--- config.mk ---
export PLATFORM = sky130hd
export DESIGN_NAME = baseline_avg
export DESIGN_NICKNAME = d
export VERILOG_FILES = /design/src/rtl/bpm_pkg.sv /design/src/rtl/baseline_div.sv /design/src/rtl/baseline_avg.sv
export SDC_FILE = /design/constraint.sdc
export NUM_CORES = 1
export LEC_CHECK = 0
export ABC_AREA = 1
export BUFFER_PORTS_ARGS = -buffer_cell sky130_fd_sc_hd__buf_2
export CELL_PAD_IN_SITES_DETAIL_PLACEMENT = 1
export CELL_PAD_IN_SITES_GLOBAL_PLACEMENT = 1
export CORE_AREA = 4 4 250 252
export DETAILED_ROUTE_END_ITERATION = 8
export DIE_AREA = 0 0 254 256
export PLACE_DENSITY_LB_ADDON = 0.1
export SYNTH_ARGS = -nofsm -noshare
export SYNTH_HDL_FRONTEND = slang
export SYNTH_SLANG_ARGS = --single-unit
--- constraint.sdc ---
create_clock -name clk -period 4.5 [get_ports clk]
set_input_delay 0.225 -clock clk [delete_from_list [all_inputs] [get_ports clk]]
set_output_delay 0.225 -clock clk [all_outputs]
set_load 0.005 [all_outputs]
--- src/rtl/bpm_pkg.sv ---
// bpm_pkg: shared FSM encoding and accumulator width derivation for the baseline averager
package bpm_pkg;
  typedef enum logic [1:0] {IDLE, ACC, DIV, DONE} blState_e;
  function automatic int accWidth(input int adcBit, input int log2MaxWin);
    return adcBit + log2MaxWin;
  endfunction
endpackage

--- src/rtl/baseline_div.sv ---
// baseline_div: sequential restoring unsigned divider with a fixed DIVIDEND_W-cycle latency
module baseline_div
  import bpm_pkg::*;
#(
  parameter int DIVIDEND_W = 24,
  parameter int DIVISOR_W = 9,
  parameter int QUOT_W = 16
) (
  input  logic                  clk,
  input  logic                  rst,
  input  logic                  start,
  input  logic [DIVIDEND_W-1:0] dividend,
  input  logic [DIVISOR_W-1:0]  divisor,
  output logic [QUOT_W-1:0]     quotient,
  output logic                  done
);
  localparam int IW = $clog2(DIVIDEND_W);
  logic [DIVIDEND_W-1:0] quo;
  logic [DIVISOR_W-1:0] rem, den, diff;
  logic [DIVISOR_W:0] trial;
  logic [IW-1:0] iter;
  logic run, fits;
  assign trial = {rem, quo[DIVIDEND_W-1]};
  assign fits = trial >= {1'b0, den};
  assign diff = DIVISOR_W'(trial - {1'b0, den});
  // done marks the cycle whose edge writes the last quotient bit; the quotient is final right after
  assign done = run && (iter == IW'(DIVIDEND_W - 1));
  assign quotient = quo[QUOT_W-1:0];
  // One restoring step per cycle: shift a dividend bit into the remainder, subtract if it fits
  always_ff @(posedge clk or negedge rst) begin
    if (!rst) begin
      quo <= '0;
      rem <= '0;
      den <= '0;
      iter <= '0;
      run <= 1'b0;
    end else if (start) begin
      quo <= dividend;
      rem <= '0;
      den <= divisor;
      iter <= '0;
      run <= 1'b1;
    end else if (run) begin
      quo <= {quo[DIVIDEND_W-2:0], fits};
      rem <= fits ? diff : trial[DIVISOR_W-1:0];
      iter <= iter + IW'(1);
      run <= !done;
    end
  end
endmodule

--- src/rtl/baseline_avg.sv ---
// baseline_avg: gated per-channel baseline averager with shift fast path and divider gap path
module baseline_avg
  import bpm_pkg::*;
#(
  parameter int ADC_BIT = 16,
  parameter int N_CH = 4,
  parameter int LOG2_MAX_WIN = 8
) (
  input  logic                      clk,
  input  logic                      rst,
  input  logic                      in_valid,
  input  logic [N_CH*ADC_BIT-1:0]   din,
  input  logic [3:0]                win_log2,
  output logic                      out_valid,
  output logic [N_CH*ADC_BIT-1:0]   BL_data,
  output logic [LOG2_MAX_WIN:0]     bl_count,
  output logic                      busy
);
  localparam int ACC_W = accWidth(ADC_BIT, LOG2_MAX_WIN);
  localparam int CW = LOG2_MAX_WIN + 1;
  blState_e state, stateNext;
  logic [ADC_BIT-1:0] lane [N_CH];
  logic [ACC_W-1:0] acc [N_CH];
  logic [ACC_W-1:0] accSum [N_CH];
  logic [ADC_BIT-1:0] res [N_CH];
  logic [ADC_BIT-1:0] quot [N_CH];
  logic [N_CH-1:0] divDoneV;
  logic [CW-1:0] cnt, cntInc, winSize;
  logic [3:0] win, winClamp;
  logic armed, divUsed, divStart, divDone;
  assign cntInc = cnt + CW'(1);
  assign winSize = CW'(1) << win;
  assign winClamp = (win_log2 > 4'(LOG2_MAX_WIN)) ? 4'(LOG2_MAX_WIN) : win_log2;
  assign divStart = (state == ACC) && !in_valid;
  assign divDone = &divDoneV;
  assign busy = state != IDLE;
  for (genvar c = 0; c < N_CH; c++) begin : gLane
    assign lane[c] = din[c*ADC_BIT +: ADC_BIT];
    assign accSum[c] = acc[c] + ACC_W'(lane[c]);
    baseline_div #(
      .DIVIDEND_W(ACC_W),
      .DIVISOR_W(CW),
      .QUOT_W(ADC_BIT)
    ) uDiv (
      .clk(clk),
      .rst(rst),
      .start(divStart),
      .dividend(acc[c]),
      .divisor(cnt),
      .quotient(quot[c]),
      .done(divDoneV[c])
    );
  end
  // State register
  always_ff @(posedge clk or negedge rst) begin
    if (!rst) state <= IDLE;
    else state <= stateNext;
  end
  // Next state: a zero exponent closes the window on its first sample
  always_comb begin
    stateNext = state;
    case (state)
      IDLE: if (in_valid && armed) stateNext = (winClamp == 4'd0) ? DONE : ACC;
      ACC: if (!in_valid) stateNext = DIV;
           else if (cntInc == winSize) stateNext = DONE;
      DIV: if (divDone) stateNext = DONE;
      DONE: stateNext = IDLE;
    endcase
  end
  // Datapath: accumulate, track the shifted mean for the fast path, publish on DONE
  always_ff @(posedge clk or negedge rst) begin
    if (!rst) begin
      for (int c = 0; c < N_CH; c++) begin
        acc[c] <= '0;
        res[c] <= '0;
      end
      cnt <= '0;
      win <= '0;
      armed <= 1'b1;
      divUsed <= 1'b0;
      out_valid <= 1'b0;
      BL_data <= '0;
      bl_count <= '0;
    end else begin
      out_valid <= 1'b0;
      if (!in_valid) armed <= 1'b1;
      case (state)
        IDLE: if (in_valid && armed) begin
          armed <= 1'b0;
          cnt <= CW'(1);
          win <= winClamp;
          divUsed <= 1'b0;
          for (int c = 0; c < N_CH; c++) begin
            acc[c] <= ACC_W'(lane[c]);
            res[c] <= lane[c];
          end
        end
        ACC: if (in_valid) begin
          cnt <= cntInc;
          for (int c = 0; c < N_CH; c++) begin
            acc[c] <= accSum[c];
            res[c] <= ADC_BIT'(accSum[c] >> win);
          end
        end else divUsed <= 1'b1;
        DONE: begin
          out_valid <= 1'b1;
          bl_count <= cnt;
          for (int c = 0; c < N_CH; c++)
            BL_data[c*ADC_BIT +: ADC_BIT] <= divUsed ? quot[c] : res[c];
        end
        default: ;
      endcase
    end
  end
endmodule

==> results of run 1 <==
==> power breakdown <==
part	internal, W	switching [W]
clock	0.00255	0.00176
combinational	0.00622	0.0134
sequential	0.00566	0.00163
==> per-layer routing <==
metal	global-route usage, %	vias to the layer above	wire length [um]
li1	-	14500	-
met1	47.1	15300	49400
met2	56.6	950	52800
met3	4.79	267	7140
met4	13.0	4	4670
met5	0	-	21
==> final cells by class <==
cell class,count,area [um2],share of cell area (%)
multi-input cells,3241,16500,50.0
well taps,782,978,2.97
repair buffers,237,1650,5.00
clock buffers,65,1380,4.18
clock inverters,24,318,0.966
inverters,451,1700,5.16
flip-flops and latches,416,10400,31.7
==> kinds of logic (layout without fill, tap and decap cells) <==
group,after synthesis,count (layout),share of synthesized area [%]
and+or+nand+nor,2409,2409,35.1
AOI/OAI and AO/OA,651,651,13.7
buffers and inverters,641,777,8.51
DFF,416,416,35.5
adders and majority gates,117,117,5.20
xor gates and xnor gates,57,57,1.70
muxes,7,7,0.243
==> what timing repair did <==
action	in CTS	in global routing
hold buffers	53	0
buffers inserted	0	0
endpoints found under the hold margin	161	0
==> Yosys cell counts (5+ instances only) <==
library cell	count	share of area, %
nand2_1	1348	17
nand3_1	572	9.8
inv_1	426	5.5
dfrtp_1	415	35
nor2_1	315	4.0
a21oi_1	221	3.8
ha_1	109	4.7
clkbuf_1	98	1.3
o21ai_0	81	1.4
o211ai_1	77	2.0
a31oi_1	70	1.5
a22oi_1	63	1.6
buf_2	57	0.97
nand4_1	46	0.98
o22ai_1	41	0.88
xor2_1	35	1.0
buf_1	31	0.40
o221ai_1	31	0.93
nand2_2	28	0.60
nor2_2	25	0.53
o21ai_1	22	0.38
xnor2_1	22	0.66
nor3_1	21	0.36
inv_2	19	0.24
a21oi_2	17	0.51
nand3_2	17	0.58
a32o_1	11	0.38
fa_1	8	0.55
mux2i_1	6	0.20
nand3b_1	6	0.15
clkinv_1	5	0.064
nor4_1	5	0.11
o31ai_1	5	0.13
or2_2	5	0.11
==> per-stage QoR <==
stage | std cells | hold WS, ps
finish | 5216 | 34.3
global route | 5216 | 43.7
CTS | 5216 | 6.67
detailed placement | 5074 | 292
global placement | 5074 | 292
floorplan | 4298 | -70.6
==> cells in the final DEF (no fill, tap or decap), drive strengths merged, types with 22 or more instances in the layout <==
cell type	n
ha	109
xnor2	22
buf	184
o21ai	105
o221ai	31
nand3	589
nand4	46
a21oi	238
nor2	343
clkbuf	65
inv	446
nor3	23
dlygate4sd3	53
xor2	35
a31oi	70
a22oi	63
nand2	1376
o211ai	77
dfrtp	415
o22ai	41
==> critical path, cell delays in order, from the launching register on <==
cell and delay (ps):
dfrtp_4 700, clkinv_2 420, nor2_2 520, nand2_1 130, xnor2_1 180, nand3_1 90
nor3_1 150, nand2_1 80, nor2_1 240, nand4_1 140, nand2_1 90, nand2_1 120
nor2_1 120, a21oi_1 60
==> sequential cells by signal (all words and copies together), names as in the netlist <==
register	cells
BL_data	64
acc	96
armed	1
bl_count	9
cnt	9
divUsed	1
gLane.uDiv.den	9
gLane.uDiv.iter	20
gLane.uDiv.quo	96
gLane.uDiv.rem	36
gLane.uDiv.run	4
out_valid	1
res	64
state	2
win	4
==> how the worst max path moves through the flow <==
stage | startpoint | cells past startpoint | to
CTS | win[1] | 13 | state[1]
global placement | win[0] | 12 | state[1]
global route | gLane[2].uDiv.den[0] | 10 | gLane[1].uDiv.rem[7]
finish | win[1] | 13 | state[1]
detailed placement | win[1] | 13 | state[1]
floorplan | gLane[2].uDiv.den[0] | 11 | gLane[1].uDiv.rem[0]
==> results.sh, run 1 <==
export IMPL_syn_area_per_cell_um2=6.82
export IMPL_clk_pin_slew_worst_paths_ps=60
export IMPL_synth_ff_type="dfrtp_1"
export IMPL_slew_headroom_pct=26.9
export IMPL_cts_repair_resized=0
export IMPL_reg2reg_to="state[1]"
export IMPL_drt_total_wl_mm=114
export IMPL_dieArea_um2=65000
export IMPL_reg2reg_depth=13
export IMPL_layout_setup_ws_ps=1310
export IMPL_die_h_um=256
export IMPL_grt_max_degree=127
export IMPL_portBuffers=145
export IMPL_min_from="din[16]"
export IMPL_ys_async_sr_fraction_pct=100
export IMPL_clock_latency_ps=620
export IMPL_htreeDepth=2
export IMPL_num_antenna_cells=0
export IMPL_cts_tree="done"
export IMPL_worstPathMaxFanout=29
export IMPL_setup_worst_path_class="reg -> reg"
export IMPL_synth_lib_cells_used_distinct=52
export IMPL_final_area_um2=32900
export IMPL_skew_ps=29.9
export IMPL_wl_per_cell_um=21.9
export IMPL_tightest_slew_ps=1100
export IMPL_io_pins=146
export IMPL_rsz0062_at_grt="no"
export IMPL_nets=4583
export IMPL_crit_path_end_kind="register"
export IMPL_p_per_area_nw_per_um2=948
export IMPL_die_x_um=254
export IMPL_initial_core_util_pct=48.7
export IMPL_synth_edf_count=0
export IMPL_rr_startpoint="win[1]"
export IMPL_postSynthCellCount=4298
export IMPL_hold_depth=3
export IMPL_syn_num_nets=4486
export IMPL_maxCapViolations=0
export IMPL_vias=31000
export IMPL_fillerInstances=7900
export IMPL_ys_ff_latch=416
export IMPL_clock_sinks=416
export IMPL_areaGrowthSynthToFinish_pct=12.3
export IMPL_hold_path_end="res[32]"
export IMPL_crit_required_ps=4970
export IMPL_clockBufferDepth=3
export IMPL_cp_arrival_ps=3660
export IMPL_post_place_ws_ps=1460
export IMPL_final_antenna_net_count=0
export IMPL_dp_hpwl_mm=80.9
export IMPL_r2r_slack_ps=1310
export IMPL_max_freq_mhz=313
export IMPL_final_util_pct=54.7
export IMPL_drive_above_1_share_pct=9.09
export IMPL_globalRouteOverflowTotal=0
export IMPL_gr_usage_all_layers_pct=34.7
export IMPL_yosysSeqAreaShare_pct=35.5
export IMPL_viasPerCell=5.94
export IMPL_place_congestion=0.961
export IMPL_antenna_found_initial=2
export IMPL_hold_viol=0
export IMPL_first_iter_violations=2565
export IMPL_worstHoldPathType="in -> reg"
export IMPL_first_global_vias=31900
export IMPL_coreArea_um2=60100
export IMPL_ys_warnings_count=0
export IMPL_maxSlewViolCount=0
export IMPL_route_detailed_drc=0
export IMPL_placed_area_um2=30700
export IMPL_root_buffer="clkbuf_16"
export IMPL_num_rows=90
export IMPL_vdd_drop_max_mv=0.543
export IMPL_p_leak_nw=16.2
export IMPL_status="finished, final reports clean"
export IMPL_setup_tns_ps=0
export IMPL_firstDrtPassIters=5
export IMPL_cts_buffers=48
export IMPL_syn_area_um2=29300
export IMPL_p_total_w=0.0312
export IMPL_grt_pass1_wl_mm=181
export IMPL_min_period_ps=3190
export IMPL_cp_start_kind="register"
export IMPL_setup_viol=0
export IMPL_fin_crit_sh_pct=70.9
Note: power is estimated with default switching activity, not from simulation.
==> inputs of run 2 (changes only) <==
--- a/config.mk
+++ b/config.mk
@@ -5,13 +5,13 @@
 export SDC_FILE = /design/constraint.sdc
 export NUM_CORES = 1
 export LEC_CHECK = 0
-export ABC_AREA = 1
+export ABC_AREA = 0
 export BUFFER_PORTS_ARGS = -buffer_cell sky130_fd_sc_hd__buf_2
 export CELL_PAD_IN_SITES_DETAIL_PLACEMENT = 1
 export CELL_PAD_IN_SITES_GLOBAL_PLACEMENT = 1
-export CORE_AREA = 4 4 250 252
+export CORE_AREA = 4 4 252 254
 export DETAILED_ROUTE_END_ITERATION = 8
-export DIE_AREA = 0 0 254 256
+export DIE_AREA = 0 0 256 258
 export PLACE_DENSITY_LB_ADDON = 0.1
 export SYNTH_ARGS = -nofsm -noshare
 export SYNTH_HDL_FRONTEND = slang
==> constraint.sdc (replaced) <==
create_clock -name clk -period 3.3 [get_ports clk]
set_input_delay 0.165 -clock clk [delete_from_list [all_inputs] [get_ports clk]]
set_output_delay 0.165 -clock clk [all_outputs]
set_load 0.005 [all_outputs]
==> results.sh, run 2 <==
export IMPL_netlist_top_cells_count="dfrtp_1, nor2_1, nand2_1, a21oi_1, mux2i_1"
export IMPL_viasPerCell=6.47
export IMPL_die_x_um=256
export IMPL_final_antenna_net_count=0
export IMPL_switching_share_pct=48.0
export IMPL_ys_ff_latch=416
export IMPL_coreArea_um2=61300
export IMPL_slew_headroom_pct=37.0
export IMPL_clock_latency_ps=620
export IMPL_switching_power_w=0.0203
export IMPL_crit_path_end_kind="register"
export IMPL_fin_crit_sh_pct=105
export IMPL_num_rows=91
export IMPL_final_util_pct=58.3
export IMPL_dieArea_um2=66000
export IMPL_synth_ff_type="dfrtp_1"
export IMPL_root_buffer="clkbuf_16"
export IMPL_rsz0062_at_grt="yes"
export IMPL_grt_max_degree=102
export IMPL_drive_above_1_share_pct=20.1
export IMPL_die_h_um=258
export IMPL_top_regs="acc: 96 flops, gLane.uDiv.quo: 96 flops"
export IMPL_maxCapViolations=0
export IMPL_postSynthCellCount=3398
export IMPL_antenna_found_initial=2
export IMPL_vdd_drop_max_mv=0.614
export IMPL_status="finished with violations"
export IMPL_cp_start_kind="register"
export IMPL_first_global_vias=30500
export IMPL_power_frac_clock_pct=14.8
export IMPL_final_common_cell="dfrtp_1"
export IMPL_min_period_ps=3470
export IMPL_hold_viol=0
export IMPL_globalRouteOverflowTotal=0
export IMPL_dp_cells=4308
export IMPL_gr_usage_all_layers_pct=34.0
export IMPL_tightest_slew_ps=945
export IMPL_initial_core_util_pct=47.5
export IMPL_nets=3864
export IMPL_cts_buffers=52
export IMPL_clk_pin_slew_worst_paths_ps=60
export IMPL_maxSlewViolCount=0
export IMPL_io_pins=146
export IMPL_areaGrowthSynthToFinish_pct=22.8
export IMPL_wl_per_cell_um=26.1
export IMPL_max_freq_mhz=288
export IMPL_first_iter_violations=2309
export IMPL_synthMostInstantiatedCell="dfrtp_1"
export IMPL_placed_area_um2=31800
export IMPL_final_area_um2=35700
export IMPL_crit_required_ps=3810
export IMPL_p_leak_nw=15.9
export IMPL_synth_lib_cells_used_distinct=89
export IMPL_layout_setup_ws_ps=-169
export IMPL_yosysSeqAreaShare_pct=35.8
export IMPL_route_detailed_drc=0
export IMPL_r2r_slack_ps=-170
export IMPL_worstPathMaxFanout=4
export IMPL_grt_pass1_wl_mm=180
export IMPL_syn_area_per_cell_um2=8.56
export IMPL_setup_viol=13
export IMPL_worstHoldPathType="in -> reg"
export IMPL_p_per_area_nw_per_um2=1180
export IMPL_netlist_top_cells_area="dfrtp_1, mux2i_1, a21oi_1"
export IMPL_syn_num_nets=3586
export IMPL_comb_power_share_pct=62.3
export IMPL_final_cells=4509
export IMPL_portBuffers=145
export IMPL_synth_area_leader_cell="dfrtp_1"
export IMPL_drt_total_wl_mm=118
export IMPL_ys_async_sr_fraction_pct=100
export IMPL_clock_sinks=416
export IMPL_hold_depth=3
export IMPL_place_congestion=0.957
export IMPL_firstDrtPassIters=5
export IMPL_clockBufferDepth=3
export IMPL_syn_area_um2=29100
export IMPL_final_cell_mix="dfrtp_1, nor2_1, nand2_1, a21oi_1, mux2i_1"
export IMPL_htreeDepth=2
export IMPL_cts_tree="done"
export IMPL_synth_top_area_share_pct=35.7
export IMPL_vias=29200
export IMPL_internal_power_w=0.0220
export IMPL_ys_warnings_count=0
export IMPL_p_seq_share_pct=23.0
export IMPL_skew_ps=23.7
export IMPL_cp_arrival_ps=3980
export IMPL_violations="negative setup slack"
export IMPL_dp_hpwl_mm=82.7
export IMPL_reg2reg_depth=12
export IMPL_synth_edf_count=0
export IMPL_setup_worst_path_class="reg -> reg"
run 2: changes by cell type after synthesis, sizes merged, moves of 55 or more:
cell | previous run | this run
a211oi | 3 | 61
a21oi | 238 | 334
a22oi | 63 | 8
clkbuf | 98 | 194
inv | 445 | 64
mux2i | 6 | 290
nand2 | 1376 | 339
nand3 | 589 | 65
o21ai | 105 | 271
run 2: critical path, stage by stage, from the launching register on:
cell and delay (ps):
dfrtp_1 420, ha_4 190, fa_2 400, a211oi_2 290, o21ai_2 100, and4_4 170
o31ai_4 370, buf_4 190, a21oi_4 60, xnor2_2 150, mux4_2 500, mux2_4 300
a221oi_2 240
run 2: final timing paths:
| check | end | startpoint |
|---|---|---|
| worst min-delay path | acc[12] | din[60] |
| max in group asynchronous | acc[26] | rst |
| worst max register to register | res[5] | acc[0] |
| min in group asynchronous | gLane[0].uDiv.iter[2] | rst |
| worst min register to register | gLane[2].uDiv.den[2] | gLane[2].uDiv.den[2] |
| worst max-delay path | res[5] | acc[0] |
run 2: cell type report:
class / instances / area (um2)
sequential: 416 / 10400
tap: 790 / 988
fill: 7059 / 25600
multi-input combinational: 2666 / 18600
clock buffer: 72 / 1470
inverter: 68 / 256
timing repair buffer: 472 / 3620
clock inverter: 24 / 369
antenna: 1 / 2.50
run 2: metal layers:
metal,wire length [um],global-route usage (%),vias to the layer above
met2,56700,57.8,984
met4,4880,12.9,0
li1,-,-,13000
met3,6200,3.71,294
met1,49900,44.9,14900
met5,0,0,-
run 2: metrics by stage:
step | setup TNS, ps | setup WS [ps] | hold slack [ps] | total power, W
final | -925 | -169 | 24.4 | 0.0422
after global routing | -3010 | -227 | 31.2 | 0.0448
after CTS | -11.2 | -11.2 | 3.41 | 0.0400
after detailed placement | -1840 | -208 | 296 | 0.0330
after global placement | -571 | -125 | 293 | 0.0320
after floorplan | -67.5 | -67.5 | -131 | 0.0243
run 2: power groups by stage:
stage	Sequential [W]	Clock, W	Combinational, W
floorplan	0.00868	0	0.0156
global placement	0.00951	0	0.0225
detailed placement	0.00964	0	0.0234
CTS	0.00959	0.00633	0.0240
global route	0.00992	0.00657	0.0283
finish	0.00970	0.00624	0.0263
run 2: logic make-up (layout without fill, tap and decap cells):
| group | count (synthesis) | in the layout | share of synthesized area, % |
|---|---|---|---|
| and+or+nand+nor | 1059 | 1059 | 16.5 |
| AOI/OAI and AO/OA | 1042 | 1042 | 22.5 |
| DFF | 416 | 416 | 35.8 |
| muxes | 341 | 341 | 12.5 |
| buffers and inverters | 316 | 636 | 4.17 |
| adders and majority gates | 117 | 117 | 5.24 |
| xor gates and xnor gates | 107 | 107 | 3.22 |
| other | 0 | 1 | 0 |
run 2: what timing repair did:
item	CTS	global route
hold buffers	66	0
pin swaps	11	59
gates resized for setup	29	180
buffers inserted	9	31
endpoints found under the hold margin	164	0
endpoints found under the setup margin	40	65
